$ cat src/rtl/led_ctrl.sv
// Multi-channel LED controller: DIRECT/BLINK/PWM/OFF modes, memory-mapped channel registers.
// Optional duty fading is enabled with `define LED_FADE_EN.
module led_ctrl #(
    parameter int          NUM_CH    = 8,
    parameter int          CNT_W     = 25,
    parameter int          PWM_W     = 8,
    parameter logic [15:0] BASE_ADDR = 16'hC010
) (
    input  logic              clk,
    input  logic              reset,
    input  logic              wen,
    input  logic [15:0]       waddr,
    input  logic [15:0]       wdata,
    input  logic [15:0]       raddr,
    output logic [15:0]       rdata,
    input  logic [NUM_CH-1:0] direct_in,
    output logic [NUM_CH-1:0] leds,
    output logic              status_led
);

    localparam logic [1:0] M_DIRECT = 2'd0;
    localparam logic [1:0] M_BLINK  = 2'd1;
    localparam logic [1:0] M_PWM    = 2'd2;

    logic [CNT_W-1:0]  cnt;
    logic [PWM_W-1:0]  pwm_cnt;
    logic [1:0]        mode_q [NUM_CH];
    logic [1:0]        rate_q [NUM_CH];
    logic [PWM_W-1:0]  duty_q [NUM_CH];
    logic [PWM_W-1:0]  duty_eff [NUM_CH];

    logic [15:0]       woff;
    logic [15:0]       roff;
    logic              win;
    logic              rin;
    logic [NUM_CH-1:0] wsel;
    logic [NUM_CH-1:0] rsel;
    logic [NUM_CH-1:0] led_nxt;
    logic [15:0]       rd_nxt;
    logic [3:0]        blk;
    logic              wdata_unused;

    assign wdata_unused = ^wdata;
    assign status_led   = cnt[CNT_W-1];
    assign blk          = cnt[CNT_W-1 -: 4];

    // Offsets only count when the address is at or above the base, so no wrap.
    assign woff = waddr - BASE_ADDR;
    assign roff = raddr - BASE_ADDR;
    assign win  = (waddr >= BASE_ADDR) && (woff < 16'(NUM_CH));
    assign rin  = (raddr >= BASE_ADDR) && (roff < 16'(NUM_CH));

    always_comb begin
        wsel    = '0;
        rsel    = '0;
        led_nxt = '0;
        rd_nxt  = '0;
        for (int i = 0; i < NUM_CH; i++) begin
            wsel[i] = wen && win && (woff == 16'(i));
            rsel[i] = rin && (roff == 16'(i));
            unique case (mode_q[i])
                M_DIRECT: led_nxt[i] = direct_in[i];
                M_BLINK:  led_nxt[i] = blk[~rate_q[i]];
                M_PWM:    led_nxt[i] = pwm_cnt < duty_eff[i];
                default:  led_nxt[i] = 1'b0;
            endcase
            if (rsel[i]) begin
                rd_nxt[1:0]        = mode_q[i];
                rd_nxt[3:2]        = rate_q[i];
                rd_nxt[8 +: PWM_W] = duty_q[i];
            end
        end
    end

    always_ff @(posedge clk) begin
        if (!reset) begin
            cnt     <= '0;
            pwm_cnt <= '0;
            leds    <= '0;
            rdata   <= '0;
            for (int i = 0; i < NUM_CH; i++) begin
                mode_q[i] <= '0;
                rate_q[i] <= '0;
                duty_q[i] <= '0;
            end
        end else begin
            cnt     <= cnt + 1'b1;
            pwm_cnt <= pwm_cnt + 1'b1;
            leds    <= led_nxt;
            rdata   <= rd_nxt;
            for (int i = 0; i < NUM_CH; i++) begin
                if (wsel[i]) begin
                    mode_q[i] <= wdata[1:0];
                    rate_q[i] <= wdata[3:2];
                    duty_q[i] <= wdata[8 +: PWM_W];
                end
            end
        end
    end

`ifdef LED_FADE_EN
    localparam int FADE_W = (CNT_W > 8) ? CNT_W - 8 : 1;

    logic fade_tick;

    assign fade_tick = &cnt[FADE_W-1:0];

    // Effective duty sits at 0 outside PWM and walks one step per tick inside it.
    always_ff @(posedge clk) begin
        if (!reset) begin
            for (int i = 0; i < NUM_CH; i++) duty_eff[i] <= '0;
        end else begin
            for (int i = 0; i < NUM_CH; i++) begin
                if (mode_q[i] != M_PWM) begin
                    duty_eff[i] <= '0;
                end else if (fade_tick) begin
                    if (duty_eff[i] < duty_q[i])
                        duty_eff[i] <= duty_eff[i] + 1'b1;
                    else if (duty_eff[i] > duty_q[i])
                        duty_eff[i] <= duty_eff[i] - 1'b1;
                end
            end
        end
    end
`else
    always_comb begin
        for (int i = 0; i < NUM_CH; i++) duty_eff[i] = duty_q[i];
    end
`endif

endmodule
$ cat config.mk
export PLATFORM = sky130hd
export DESIGN_NAME = led_ctrl
export DESIGN_NICKNAME = d
export VERILOG_FILES = /design/src/rtl/led_ctrl.sv
export SDC_FILE = /design/constraint.sdc
export NUM_CORES = 1
export LEC_CHECK = 0
export CORE_MARGIN = 4
export CORE_UTILIZATION = 30
export DETAILED_ROUTE_END_ITERATION = 6
export PLACE_DENSITY_LB_ADDON = 0.05
export SYNTH_ARGS = -nofsm -noshare
export SYNTH_HDL_FRONTEND = slang
export SYNTH_SLANG_ARGS = --single-unit
$ cat constraint.sdc
create_clock -name clk -period 3.15 [get_ports clk]
set_clock_uncertainty 0.15 [all_clocks]
set_input_delay 0.63 -clock clk [delete_from_list [all_inputs] [get_ports clk]]
set_output_delay 0.63 -clock clk [all_outputs]
set_load 0.005 [all_outputs]
## Word-level counts from Yosys, hierarchy flattened

Memory sizes are Yosys's and may differ from the RTL's.
Index checks and enable logic that the tools add are counted.

- Bits in registers: 57
- Memories: 3
- Input bits: 59
- Output and inout bits: 25
- Logic and storage cells: 212
- RAM bits: 96

- Mux-type cells: 89
- Bitwise gates (word level): 32
- Reductions and logical operators: 29
- Equal/unequal tests: 30
- $add $sub $neg: 4
- $lt $le $gt $ge: 20

Memory list:

| memory | depth | width | rd ports | clocked after Yosys merged registers in | write ports | line | text |
|---|---|---|---|---|---|---|---|
| duty_q | 8 | 8 | 8 | 0 | 8 | 29 | `logic [PWM_W-1:0] duty_q [NUM_CH];` |
| mode_q | 8 | 2 | 8 | 0 | 8 | 27 | `logic [1:0] mode_q [NUM_CH];` |
| rate_q | 8 | 2 | 8 | 0 | 8 | 28 | `logic [1:0] rate_q [NUM_CH];` |

Operators by type and width:

| operator | count |
|---|---|
| $eq 16x3->1 const B | 8 |
| $mux 8 | 16 |
| $eq 16x2->1 const B | 4 |
| $lt 8x8->1 | 8 |
| $mux 1 | 33 |
| $eq 16x1->1 const B | 2 |
| $ge 16x16->1 const B | 2 |
| $logic_not 16->1 | 2 |
| $lt 16x4->1 const B | 2 |
| $mux 2 | 16 |
| $mux 4 | 8 |
| $sub 16x16->16 const B | 2 |
| $add 25x1->25 const B | 1 |
| $lt 2x3->1 const B | 8 |
| $or 1x1->1 | 24 |
| $pmux 1 s3 | 8 |
| $logic_and 1x1->1 | 19 |
| $bmux 1 s2 | 8 |
| $eq 2x1->1 const B | 8 |
| $eq 2x2->1 const B | 8 |
| $logic_not 2->1 | 8 |
| $not 2->2 | 8 |
| $add 8x1->8 const B | 1 |

## Logic depth before layout (Yosys ltp)

- Word-level depth: 12
- Mapped depth: 7
- Mapped depth without buffers: 7

## Worst setup path after synthesis

Ideal clock, no wire load.

- Path kind: input to register
- From: in waddr[3]
- To: mem duty_q[6][0] (netlist: duty_q[1][16]) (enable)
- Library setup time: 398 ps
- Stages on the path: 4
- Data arrival time: 2283 ps
- Slack: 319 ps
- Required time: 2602 ps
- Buffers on the path: 0
- Path through: or4b_1 nor2_1 nand2_1 o21ai_0

RTL lines:

| what | line | text |
|---|---|---|
| start, declared | 12 | `input logic [15:0] waddr,` |
| end, declared | 29 |  |

## Worst setup path after layout

- From: reg pwm_cnt[4]
- To: reg leds[4]

- Longest elaborated chain between the ends: 2

RTL lines:

| what | line | text |
|---|---|---|
| start, declared | 26 | `logic [PWM_W-1:0] pwm_cnt;` |
| start signal, assigned | 88 | `pwm_cnt <= pwm_cnt + 1'b1;` |
| $lt 8x8->1 | 64 | `M_PWM: led_nxt[i] = pwm_cnt < duty_eff[i];` |
| $pmux 1 s3 | 61 | `unique case (mode_q[i])` |
| end signal, assigned | 89 | `leds <= led_nxt;` |
| end, declared | 17 | `output logic [NUM_CH-1:0] leds,` |

No other way between the ends.
A chain may end at the register's enable or synchronous reset.

==> reports/qor.yml <==
status: "finished clean"
clock_sinks: 149
multi_input_comb_area_um2: 3590
cellLeakagePower_nw: 3.97
drt-initial-drc-count: 353
cts-hold-fix-buffers: 0
switching_share_pct: 25.5
antenna_cells_inserted: 0
critical_path_cell_sequence: "ha_1 > a21o_1 > a21oi_1 > o21ai_1 > a2111o_1 > a221oi_2"
syn_inst: 744
cp_slowest_cell: "sky130_fd_sc_hd__dfxtp_1"
place.detailed.hpwl_mm: 17.7
synthXorXnorAreaFrac_pct: 2.63
compound_gate_portion_of_the_synthesized_area_pct: 10.9
timing.hold.ws_ns: 0.315
clkPwrFrac_pct: 41.5
cts_tree: "built"
flip_flop_and_latch_count_after_synthesis: 149
fillCellCount: 2614
worst_hold_path_type: "flip-flop to flip-flop"
first_global_vias: 6092
post_synth_mux_area_share_pct: 6.55
cts.reportedPaths.clkPinSlew_ns: 0.07
synth-edff-count: 96
worst-path-max-fanout: 11
overall_global_routing_usage_pct: 16.6
ir_drop_mv: 0.233
core_um2: 26100
timing.setup.tns_ns: 0
critical-path-max-stage-delay_ns: 0.76
rsz0062_at_grt: "false"
design.die.area_um2: 29300
worst_ep_arrival_time_ns: 2.75
layout.cell_area.non_filler_um2: 9750
cap_viol_max_count: 0
fmax_mhz: 386
postSynth.topFlopCell: "sky130_fd_sc_hd__edfxtp_1"
floorplan.die.width_um: 171
total_power_after_layout_mw: 4.59
slew-limit-headroom_pct: 53.9
grt_antenna_before_repair: 0
h-tree-depth: 4
cts.repair.resized: 0
io_pins: 84
grt_start_max_net_pins: 39
vias_per_cell: 5.01
post-synth-top-area-fraction_pct: 36.1
finalCritPeriodShare_pct: 82.3
post-synth-top-area-cell: "sky130_fd_sc_hd__edfxtp_1"
synth_adder_area_share_pct: 9.09
top_library_cells_by_usage_in_the_layout_fill_and_taps_aside: "117 x sky130_fd_sc_hd__nor2_1, 96 x sky130_fd_sc_hd__edfxtp_1, 74 x sky130_fd_sc_hd__inv_1, 74 x sky130_fd_sc_hd__clkdlybuf4s50_1, 58 x sky130_fd_sc_hd__ha_1"
design.final.nets: 951
mostFrequentLayoutCell: "sky130_fd_sc_hd__nor2_1"
pwr-share-comb_pct: 9.7
synth_sequential_area_ratio_pct: 49.4
cellInternalPower_mw: 3.42
async_reset_ff_share_pct: 0
post-cts-setup-buffers: 0
remaining_drc_errors: 0
synth_top_family_by_area: "simple AND/OR/NAND/NOR gates"
powerDensity_nw_per_um2: 470
synth_area_per_cell_um2: 10.7
place_congestion: 0.801
via_count: 5917
final-hold-violation-count: 0
tightestPinTransition_ns: 0.690
post_dp_cell_area_um2: 9210
die_boundary_height_um: 171
worst_skew_pair.late_latency_ns: 0.43
setup.worst_path.start_class: "flip-flop"
clk_path_buf_depth: 2
critical_path_class: "flip-flop to flip-flop"
period_minus_ws_final_ns: 2.59
synth_simple_gate_area_share_pct: 15.6
synth.cell_area_um2: 7990
grt_first_pass_wirelength_mm: 36.2
synthesis.yosys.warnings: 0
antenna_violating_nets_post_route: 0
timing.final.max_slew_violations: 0
initial_core_util_pct: 30.6
area_growth_syn_to_layout_pct: 22.1
length_of_the_first_detailed_routing_pass_in_iterations: 5
grt-ovfl-total: 0
ys_top_cells_by_area: "sky130_fd_sc_hd__edfxtp_1 36%, sky130_fd_sc_hd__dfxtp_1 13%, sky130_fd_sc_hd__ha_1 9.1%"
final_layout_size_suffix_gt1_share_pct: 12.5
sequential_cell_area_um2: 3940
total_switching_power_mw: 1.17
cp.required_ns: 3.31
placement.io_buffers: 75
power_frac_seq_pct: 48.8
cts_root_buffer: "sky130_fd_sc_hd__clkbuf_16"
yosysUniqueCellTypes: 61
fp-row-count: 59
drt-total-wl_mm: 23.8
post_drt_wl_per_cell_um: 20.1
cts_buffers: 17
report.final.setup_viol: 0
timing.critical_path.to_type: "flip-flop"
-- critical path: cells and delay by family (launching register included) --
kind / cells / cell delay, ns
adders and majority gates: 1 / 0.36
DFF: 1 / 0.76
AOI/OAI and AO/OA: 5 / 1.20
-- power by group through the flow --
| stage | Combinational (mW) | Clock (mW) | Sequential, mW |
|---|---|---|---|
| 4_1_cts | 0.454 | 1.95 | 2.24 |
| 2_1_floorplan | 0.252 | 0 | 2.25 |
| 3_5_place_dp | 0.452 | 0 | 2.28 |
| 6_report | 0.446 | 1.91 | 2.24 |
| 3_3_place_gp | 0.446 | 0 | 2.28 |
| 5_1_grt | 0.494 | 2.05 | 2.25 |
-- Yosys cell counts (3+ instances only) --
cell type	number
sky130_fd_sc_hd__a211oi_2	4
sky130_fd_sc_hd__nand3_1	22
sky130_fd_sc_hd__xnor2_1	6
sky130_fd_sc_hd__a21o_1	6
sky130_fd_sc_hd__nor3_1	7
sky130_fd_sc_hd__buf_2	12
sky130_fd_sc_hd__nand2_1	45
sky130_fd_sc_hd__xor2_1	18
sky130_fd_sc_hd__edfxtp_1	96
sky130_fd_sc_hd__nand2b_4	4
sky130_fd_sc_hd__o31a_1	4
sky130_fd_sc_hd__o21ai_1	5
sky130_fd_sc_hd__a32oi_1	3
sky130_fd_sc_hd__buf_4	8
sky130_fd_sc_hd__dfxtp_1	53
sky130_fd_sc_hd__a22oi_1	9
sky130_fd_sc_hd__buf_1	3
sky130_fd_sc_hd__clkbuf_1	11
sky130_fd_sc_hd__o21a_1	3
sky130_fd_sc_hd__and3_1	6
sky130_fd_sc_hd__inv_1	74
sky130_fd_sc_hd__o22ai_1	3
sky130_fd_sc_hd__a211oi_1	6
sky130_fd_sc_hd__a2111o_1	4
sky130_fd_sc_hd__o221ai_1	6
sky130_fd_sc_hd__mux2i_1	14
sky130_fd_sc_hd__o211ai_1	4
sky130_fd_sc_hd__a21oi_1	23
sky130_fd_sc_hd__nand2b_1	6
sky130_fd_sc_hd__mux4_2	11
sky130_fd_sc_hd__nor2_1	117
sky130_fd_sc_hd__or3_1	4
sky130_fd_sc_hd__nand4_1	11
sky130_fd_sc_hd__ha_1	58
sky130_fd_sc_hd__mux2_2	12
sky130_fd_sc_hd__a221oi_2	6
sky130_fd_sc_hd__o2111ai_1	5
sky130_fd_sc_hd__and4_1	5
sky130_fd_sc_hd__o21ai_0	18
sky130_fd_sc_hd__a2111oi_1	3
-- metal layers --
| layer | vias up | global-route usage, % | wire [um] |
|---|---|---|---|
| li1 | 2848 | - | - |
| met1 | 2939 | 22.3 | 11000 |
| met2 | 103 | 27.7 | 11600 |
| met3 | 27 | 2.59 | 703 |
| met4 | 0 | 4.82 | 410 |
| met5 | - | 0 | 0 |
-- path summary, 6_finish.rpt --
check / end / from / cells past startpoint / slack (ns)
worst max-delay path: leds[4] / pwm_cnt[4] / 6 / 0.56
worst min-delay path: cnt[0] / cnt[0] / 1 / 0.31
worst max register to register: leds[4] / pwm_cnt[4] / 6 / 0.56
worst min register to register: cnt[0] / cnt[0] / 1 / 0.31
-- area by class of cell --
class	count	area share [%]
clock inverter	13	0.988
clock buffer	19	4.54
inverter	75	2.89
timing repair buffer	103	10.1
tap	335	4.30
multi-input combinational	488	36.8
sequential	149	40.4
-- flip-flops by register name (all words and copies together), names as in the netlist --
signal	flops
cnt	25
duty_q	64
leds	8
mode_q	16
pwm_cnt	8
rate_q	16
rdata	12
-- per-stage QoR --
| stage | instances | utilization (%) | setup WS, ns |
|---|---|---|---|
| after global routing | 1182 | 37.3 | 0.426 |
| final | 1182 | 37.3 | 0.557 |
| after floorplan | 747 | - | 0.319 |
| after CTS | 1182 | 37.3 | 0.506 |
| after detailed placement | 1150 | 35.3 | 0.298 |
| after global placement | 1150 | 35.3 | 0.280 |
-- cell families (layout without fill, tap and decap cells) --
group | after synthesis | in the layout
AOI/OAI and AO/OA | 116 | 116
xor gates and xnor gates | 24 | 24
adders and majority gates | 58 | 58
buffers and inverters | 110 | 210
DFF | 149 | 149
muxes | 37 | 37
other | 1 | 4
and+or+nand+nor | 249 | 249
Power figures use the tool's default switching activity.
==> RTL edit: new RTL, config.mk and constraints unchanged <==
The option `LED_FADE_EN` is turned on by a define.
--- a/src/rtl/led_ctrl.sv
+++ b/src/rtl/led_ctrl.sv
@@ -1,5 +1,7 @@
 // Multi-channel LED controller: DIRECT/BLINK/PWM/OFF modes, memory-mapped channel registers.
 // Optional duty fading is enabled with `define LED_FADE_EN.
+`define LED_FADE_EN
+
 module led_ctrl #(
     parameter int          NUM_CH    = 8,
     parameter int          CNT_W     = 25,
Function: changed (Yosys sat finds a counterexample within 4 cycles, from zero or initial values and one cycle with reset low).
==> RTL edit against the original RTL <==
  * Power up 86%
  * Via count grew 100%
  * Global-route usage grew 1.8 points
  * Synthesized cell count up 99%
  * Count of clock-buffer cells in the layout increased by 19
  * Setup slack got worse by 0.34 ns
  * Synthesized area is 76% higher
  * Routed wire length rose by 100%
  * Sequential cell count is 64 higher
  * Largest power group unchanged
  * Design area increased by 76%
  * Largest cell class is now multi-input gates
  * Highest routed layer unchanged
==> RTL edit: results (changes against the original RTL) <==
metric,value,unit,change
finalWirelength,47500,um,+100%
cp_max_fo,13,,+2
nNetsFinal,1828,,+92%
seq_area_frac_synth,0.417,,-0.0769
hold_path_class,reg -> reg,,
cts_buffers,29,,+12
numPortBuffers,75,,unchanged
htreeDepth,1,,-3
clkTransAtPathRegs,0.06,ns,
hold_start,cnt[0],,
place_ws,-0.192,ns,-0.491 ns
worstSetupStartpoint,cnt[0],,
synth.area.top_cells,"edfxtp_1, ha_1, dfxtp_1",,
ctsRootBufferMaster,clkbuf_16,,
yosys.cell_types.count,74,,+21%
cts_setup_buffers,0,,unchanged
route.vias.total,11900,,+100%
gp_congestion,0.822,,+2.6%
first_pass_iters,6,,+1
grt_first_pass_wirelength,71700,um,+98%
antenna_cells,0,,unchanged
min_path_cells,1,,unchanged
synth_commonest_cells,"inv_1, edfxtp_1, nor2_1",,
dp_hpwl,36000,um,+100%
swShare,0.293,,+0.0377
grt_pass1_vias,11400,,+88%
top_regs,"duty_eff: 64 flops, duty_q: 64 flops, cnt: 25 flops",,
clock_path_buffers,3,,+1
dp_cells,2204,,+92%
cpMaxStageDelayCell,or3_1,,
post_cts_resized,0,,unchanged
grt_max_degree,39,,unchanged
status,"finished, final reports clean",,
fillers,4762,,+82%
drt_iter0_drc,825,,+130%
max_stage_delay,0.36,ns,-0.40 ns
reg2reg_to,duty_eff[0][27],,
r2r_slack,0.22,ns,-0.34 ns
wl_per_cell,21.0,um,+4.4%
drive_above_1_share,0.120,,-0.00537
leakage,6.83,nW,+72%
grt.total_usage,0.184,,+0.0181
antenna_found_initial,1,,+1
syn_area_per_cell,9.52,sq um,-11%
die_w,225,um,+31%
async_flop_share,0,,unchanged
maxSlewHeadroom,0.393,,-0.146
yosys_warnings,0,,unchanged
ff2ff_path_depth,14,,+8
hold_end,cnt[0],,
insertion_delay,0.57,ns,+0.14 ns
ir_worst_vdd,0.000391,V,+68%
synth_edf_count,160,,+67%
worstPathArrival,3.08,ns,+0.33 ns
yosys_most_used_dff,edfxtp_1,,
==> RTL edit: cell count changes in the layout (fill, tap and decap cells not counted), sizes merged, moves of 24 or more <==
cell and change:
a21oi +42, a221oi +37, a31oi +33, buf +62, edfxtp +64, ha +81, inv +91, nand2 +30
nor2 +46, nor2b +24, nor3 +46, o21ai +41
==> RTL edit: layout make-up <==
class,count,area [sq um],area share
Multi-Input combinational cell,1045,7400,0.430
Sequential cell,213,5870,0.341
Timing Repair Buffer,165,1540,0.0895
Clock buffer,38,821,0.0477
Tap cell,607,759,0.0441
Inverter,176,661,0.0384
Clock inverter,16,158,0.00916
==> RTL edit: metal layers <==
metal  global-route usage  part of all wire  vias to the layer above
li1                     -                 -                     5772
met2                0.300              0.46                      242
met3               0.0222             0.040                       47
met4               0.0338             0.016                        0
met5                    0                 0                        -
met1                0.266              0.49                     5815
==> RTL edit: logic make-up (layout without fill, tap and decap cells) <==
group	count (synthesis)	after routing	share of synthesized area
other cells	1	4	0.000267
xor+xnor	24	24	0.0149
fa+ha+maj	139	139	0.124
compound gates	329	329	0.158
buf+inv	223	395	0.0631
simple gates	513	513	0.185
flops	213	213	0.417
mux	36	36	0.0378
==> RTL edit: how the worst max path moves through the flow <==
stage	to	slack, ns	cells past startpoint
after floorplan	duty_q[1][16]	-0.08	5
after global placement	rdata[3]	-0.20	9
after detailed placement	rdata[3]	-0.19	9
after CTS	duty_eff[0][20]	0.04	12
after global routing	duty_eff[1][3]	0.02	14
final	duty_eff[0][27]	0.22	14
==> RTL edit: critical path: cells and delay by family, from the launching register on <==
family / cells / cell delay, ns
flip-flops: 1 / 0.32
buffers and inverters: 2 / 0.34
AND/OR/NAND/NOR: 8 / 1.10
AO/OA/AOI/OAI: 2 / 0.36
adder cells (fa/ha/maj): 2 / 0.40
==> RTL edit: metrics by stage <==
step | util | hold slack (ns) | cell area [sq um] | power, W | TNS [ns]
after floorplan | - | 0.263 | 14100 | 0.00456 | -2.01
after global placement | 0.347 | 0.274 | 16100 | 0.00519 | -0.897
after detailed placement | 0.347 | 0.290 | 16100 | 0.00521 | -1.01
after CTS | 0.368 | 0.298 | 17100 | 0.00863 | 0
after global routing | 0.370 | 0.338 | 17200 | 0.00902 | 0
final | 0.370 | 0.297 | 17200 | 0.00852 | 0
==> RTL edit: power groups by stage <==
| stage | sequential [W] | clock [W] | combinational, W |
|---|---|---|---|
| 6_report | 0.00361 | 0.00336 | 0.00156 |
| 4_1_cts | 0.00361 | 0.00347 | 0.00155 |
| 3_3_place_gp | 0.00367 | 0 | 0.00152 |
| 3_5_place_dp | 0.00367 | 0 | 0.00154 |
| 2_1_floorplan | 0.00354 | 0 | 0.00103 |
| 5_1_grt | 0.00364 | 0.00359 | 0.00178 |
